===== config.mk =====
export PLATFORM = sky130hd
export DESIGN_NAME = pipe_scroller
export DESIGN_NICKNAME = d
export VERILOG_FILES = /design/src/rtl/pipe_scroller.sv
export SDC_FILE = /design/constraint.sdc
export NUM_CORES = 1
export LEC_CHECK = 0
export BUFFER_PORTS_ARGS = -buffer_cell sky130_fd_sc_hd__buf_2
export CAP_MARGIN = 20
export CORE_UTILIZATION = 45
export DETAILED_ROUTE_END_ITERATION = 12
export GPL_TIMING_DRIVEN = 1
export PLACE_DENSITY = 0.67
export SYNTH_ARGS = -nofsm -noshare
export SYNTH_HDL_FRONTEND = slang
export SYNTH_SLANG_ARGS = --single-unit

===== constraint.sdc =====
create_clock -name Clk -period 7.4 [get_ports Clk]
set_input_delay 1.48 -clock Clk [delete_from_list [all_inputs] [get_ports Clk]]
set_output_delay 1.48 -clock Clk [all_outputs]
set_load 0.03 [all_outputs]

===== src/rtl/pipe_scroller.sv =====
// pipe_scroller: drives the single active pipe obstacle for the Flappy game.
//
// The pipe scrolls left by cur_speed pixels on every frame Tick. When it
// leaves the left edge, it respawns at the right screen edge with a
// pseudo-random gap height taken from a free-running LFSR. The block also
// keeps a two-digit BCD count of pipes the bird has cleared, and it freezes
// the pipe when the collision checker raises Lose.
//
// Optional feature macro: PIPE_SPEEDUP_EN.
//   Defined:   cur_speed = SPEED + tens digit of Score, capped at 2*SPEED.
//   Undefined: cur_speed = SPEED.
//
// Ports:
//   Clk          system clock
//   reset        asynchronous, active-high reset
//   Start        begin a game (level, sampled in QIdle)
//   Ack          acknowledge game over (level, sampled in QHalt)
//   Lose         collision flag from the collision checker
//   Tick         one-cycle frame pulse
//   Bird_X       bird x coordinate
//   X_Edge       left edge of the current pipe
//   Y_Edge       top edge of the gap
//   Score        two BCD digits {tens, ones}
//   Pipe_Passed  one-cycle pulse when the score increments
//   Q_Idle/Q_Run/Q_Halt  one-hot state flags
module pipe_scroller #(
    parameter int unsigned SPEED     = 2,
    parameter int unsigned PIPE_W    = 80,
    parameter int unsigned SCREEN_W  = 640,
    parameter int unsigned Y_MIN     = 60,
    parameter logic [9:0]  LFSR_SEED = 10'h2A5
) (
    input  logic       Clk,
    input  logic       reset,
    input  logic       Start,
    input  logic       Ack,
    input  logic       Lose,
    input  logic       Tick,
    input  logic [9:0] Bird_X,
    output logic [9:0] X_Edge,
    output logic [9:0] Y_Edge,
    output logic [7:0] Score,
    output logic       Pipe_Passed,
    output logic       Q_Idle,
    output logic       Q_Run,
    output logic       Q_Halt
);

    localparam logic [9:0]  SPAWN_X  = 10'(SCREEN_W);
    localparam logic [9:0]  RESET_Y  = 10'(Y_MIN + 128);
    localparam logic [9:0]  Y_BASE   = 10'(Y_MIN);
    localparam logic [10:0] PIPE_W11 = 11'(PIPE_W);

    typedef enum logic [2:0] {
        QIdle = 3'b001,
        QRun  = 3'b010,
        QHalt = 3'b100
    } state_t;

    state_t     state;
    logic [9:0] lfsr;
    logic       passed;

    logic [4:0] cur_speed;
    logic [9:0] new_y;
    logic       do_respawn;
    logic       do_score;
    logic [7:0] score_inc;

    // Free-running in every state so the game seed depends on Start timing.
    // x^10 + x^7 + 1 is maximal-length, so a nonzero seed never reaches zero.
    always_ff @(posedge Clk or posedge reset) begin
        if (reset) begin
            lfsr <= LFSR_SEED;
        end else begin
            lfsr <= {lfsr[8:0], lfsr[9] ^ lfsr[6]};
        end
    end

`ifdef PIPE_SPEEDUP_EN
    localparam logic [4:0] SPEED_MAX = 5'(2 * SPEED);
    logic [4:0] speed_sum;

    always_comb begin
        speed_sum = 5'(SPEED) + {1'b0, Score[7:4]};
        cur_speed = (speed_sum > SPEED_MAX) ? SPEED_MAX : speed_sum;
    end
`else
    assign cur_speed = 5'(SPEED);
`endif

    always_comb begin
        new_y      = Y_BASE + {2'b00, lfsr[7:0]};
        do_respawn = Tick && (X_Edge < {5'b00000, cur_speed});
        // 11-bit sum so a pipe near the right edge cannot wrap past the bird.
        do_score   = !passed && !do_respawn &&
                     (({1'b0, X_Edge} + PIPE_W11) < {1'b0, Bird_X});
    end

    // BCD increment, saturating at 99.
    always_comb begin
        score_inc = Score;
        if (Score != 8'h99) begin
            if (Score[3:0] >= 4'd9) begin
                score_inc = {Score[7:4] + 4'd1, 4'd0};
            end else begin
                score_inc = {Score[7:4], Score[3:0] + 4'd1};
            end
        end
    end

    always_ff @(posedge Clk or posedge reset) begin
        if (reset) begin
            state       <= QIdle;
            X_Edge      <= SPAWN_X;
            Y_Edge      <= RESET_Y;
            Score       <= 8'h00;
            Pipe_Passed <= 1'b0;
            passed      <= 1'b0;
        end else begin
            Pipe_Passed <= 1'b0;
            case (state)
                QIdle: begin
                    if (Start) begin
                        state  <= QRun;
                        X_Edge <= SPAWN_X;
                        Y_Edge <= new_y;
                        Score  <= 8'h00;
                        passed <= 1'b0;
                    end
                end
                QRun: begin
                    // Lose wins over Tick: the pipe freezes where it was hit.
                    if (Lose) begin
                        state <= QHalt;
                    end else begin
                        if (do_respawn) begin
                            X_Edge <= SPAWN_X;
                            Y_Edge <= new_y;
                            passed <= 1'b0;
                        end else if (Tick) begin
                            X_Edge <= X_Edge - {5'b00000, cur_speed};
                        end
                        if (do_score) begin
                            passed      <= 1'b1;
                            Score       <= score_inc;
                            Pipe_Passed <= 1'b1;
                        end
                    end
                end
                QHalt: begin
                    // Score stays visible until the next Start.
                    if (Ack) begin
                        state  <= QIdle;
                        X_Edge <= SPAWN_X;
                        Y_Edge <= RESET_Y;
                    end
                end
                default: begin
                    state <= QIdle;
                end
            endcase
        end
    end

    assign Q_Idle = (state == QIdle);
    assign Q_Run  = (state == QRun);
    assign Q_Halt = (state == QHalt);

endmodule

==> results by group <==
Synthesis
  • Synth unique cells: 57
  • Avg Cell Area, Syn: 9.87 um2
  • Post-synth top area share: 0.290
  • Adder-Cell Fraction of Synth Area: 0.0983
  • Seq/Total Area, Yosys: 0.431
  • Largest family of logic cells by synthesized area: simple AND/OR/NAND/NOR gates
  • Post-synth EDFFs: 0
  • Synth Warn #: 0
  • Cell accounting for the most synthesized area: dfrtp_1
  • Post-Syn Instances: 245
  • XOR/XNOR Fraction of Synth Area: 0.0543
  • Fraction of the mapped netlist area in simple logic gates: 0.207
  • Number of synthesized register bits: 41
  • Async SR Flop Fraction: 1.00
  • Synth Area in Compound Gates: 0.144
  • Main flop type after synthesis: dfrtp_1
  • Post-Syn Area: 2420 um2
  • Area contributors post-synth: dfrtp_1 (29%), dfstp_2 (14%), ha_1 (9.8%)
  • Post-synthesis mux area share: 0.00414

STA
  • Period utilization: 0.430
  • Relative slew slack: 0.536
  • Fmax: 314 MHz
  • Final hold viol count: 0
  • Unrepaired setup endpoints after global routing: false
  • Max Slew Vio Count: 0
  • Final setup fails: 0
  • Clock period minus final worst setup slack: 3190 ps
  • Worst hold slack: 348 ps
  • Worst Skew: 11.1 ps
  • Slew @ Worst Pin: 690 ps
  • Setup_tns: 0 ps

Power and ir drop
  • Gate power share: 0.464
  • PwrDens: 317 nW/um2
  • Part of the power in registers: 0.363
  • Net Sw Frac: 0.452
  • Switch Pwr: 0.400 mW
  • Peak supply drop: 0.152 mV
  • Pint: 0.484 mW
  • Clock share of power: 0.173
  • Leak: 1.35 nW
  • Power consumption: 0.884 mW

Global route
  • GR Layer Usage met3: 0.0423
  • Vias in the first global route: 1704
  • GRT Max-Usage Layer: met2
  • Total GRT Usage: 0.189
  • Gr ovfl total: 0
  • Initial antenna violation count: 0
  • First-pass GRT wire length: 7870 um
  • Met2 Use GR: 0.305
  • Largest net degree at the start of global routing: 42
  • Met1 Resource Use GR: 0.249

Detailed routing
  • # DRC: 0
  • WL final: 4910 um
  • Initial DRC count: 71
  • Drt wl/cell: 13.5 um
  • Post-route ant nets: 0
  • DRT Pass-1 Iters: 4
  • Via density: 5.15
  • Total number of vias: 1868

Die
  • Rows: 26
  • I/O pin total: 48
  • Height of the die: 75.3 um
  • Core area: 5140 um2
  • Initial Util: 0.471
  • Die X: 75.3 um
  • Die Area: 5670 um2

Clock network
  • Setup Fix Bufs, Post-CTS: 0
  • CTS Buffer Depth: 2
  • Cts bufs inserted: 5
  • Hold-fix buffers at CTS: 0
  • CTS Sinks: 41
  • CTS root buf: clkbuf_8
  • TritonCTS clock tree: built
  • Latest clock arrival within the worst-skew pair: 300 ps
  • CTS clk-pin slew, worst paths: 80 ps
  • Post-CTS resize count: 0
  • Depth of the CTS H-tree: 2

Place
  • Post-DP HPWL: 3700 um
  • GP Congestion: 0.801
  • PortBufs: 45
  • Area after DPL: 2700 um2

Layout
  • Net count, final: 327
  • Area growth syn-to-layout: 15.4%
  • Ratio of cells with drive above 1 in the final layout: 0.273
  • Design Area, Final: 2790 um2
  • Final core utilization: 0.543
  • # diodes: 0

Min path
  • Worst hold path class: reg2reg

Setup path
  • Worst Setup Path Type: in2reg
  • Worst Path Arrival: 3370 ps
  • Crit path launch type: input pin
  • Worst Setup End Kind: flip-flop
  • CP required: 7580 ps
  • CP Max Fanout: 8

Job
  • Max_cap viols: 0

Run status
  • Status: completed
## critical path, stage by stage
cell,delay (ps)
buf_2,70
inv_1,30
ha_1,320
a211oi_1,230
nand3_1,160
a211oi_2,570
nand3_4,140
a311o_1,370
## state kept, by name, indices dropped and copies added (netlist names)
signal	flops
Y_Edge	9
Pipe_Passed	1
passed	1
state	3
lfsr	10
Score	8
X_Edge	9
## cell usage in the layout (no fill, tap or decap), drive strengths merged, types with 3 or more instances in the layout
cell type,instances
a21oi,8
a31oi,6
buf,46
clkbuf,7
dfrtp,28
dfstp,13
ha,19
inv,26
nand2,28
nand3,12
nand3b,4
nor2,17
nor3,5
nor3b,3
nor4,3
o21ai,10
o2bb2ai,3
o31ai,4
xnor2,8
xor2,7
## final timing paths
kind | cells after the start | to | from | slack [ps]
min in group asynchronous | 3 | Y_Edge[0]$_DFFE_PP0P_ | reset | 1290
setup / recovery | 8 | Score[3]$_DFFE_PP0P_ | Bird_X[9] | 4210
setup reg to reg | 9 | Score[3]$_DFFE_PP0P_ | X_Edge[6]$_DFFE_PP0P_ | 4520
max in group asynchronous | 3 | state[0]$_DFFE_PP1P_ | reset | 5730
hold / removal | 0 | lfsr[9]$_DFF_PP1_ | lfsr[8]$_DFF_PP0_ | 350
hold reg to reg | 0 | lfsr[9]$_DFF_PP1_ | lfsr[8]$_DFF_PP0_ | 350
## through the flow
step | instances | setup slack [ps]
2_1_floorplan | 246 | 4260
6_report | 363 | 4210
4_1_cts | 363 | 4220
5_1_grt | 363 | 4050
3_5_place_dp | 355 | 3910
3_3_place_gp | 355 | 4010
## power groups by stage
stage / logic (mW) / clock network [mW] / registers [mW]
CTS: 0.415 / 0.157 / 0.321
detailed placement: 0.412 / 0 / 0.325
global route: 0.459 / 0.168 / 0.330
global placement: 0.403 / 0 / 0.323
floorplan: 0.280 / 0 / 0.355
finish: 0.410 / 0.153 / 0.321
## cell type report
class                      count  area [um2]
clock buffer                   7        86.3
clock inverter                 1        7.51
fill                         508        2350
inverter                      26        97.6
multi-input combinational    172        1240
sequential                    41        1040
tap                           70        87.6
timing repair buffer          46         233
## cell usage after synthesis (4+ instances only)
cell       n
dfrtp_1   28
nand2_1   27
inv_1     26
ha_1      19
nor2_1    15
dfstp_2   13
nand3_1   11
o21ai_0   10
a21oi_1    8
xnor2_1    8
xor2_1     7
a31oi_1    6
nand3b_1   4
nor3_1     4
o31ai_1    4
## routing by layer
layer,part of all wire,up-vias,routed length [um]
met5,0,-,0
met4,0.018,0,87
met3,0.038,8,186
met2,0.46,32,2270
met1,0.48,878,2360
li1,-,950,-
## cells by family (layout without fill, tap and decap cells)
| logic type | Yosys count | count (layout) |
|---|---|---|
| xor gates and xnor gates | 15 | 15 |
| AOI/OAI and AO/OA | 47 | 47 |
| DFF | 41 | 41 |
| other | 1 | 2 |
| muxes | 1 | 1 |
| buffers and inverters | 33 | 80 |
| and+or+nand+nor | 88 | 88 |
| adders and majority gates | 19 | 19 |
(Power assumes the default switching activity.)
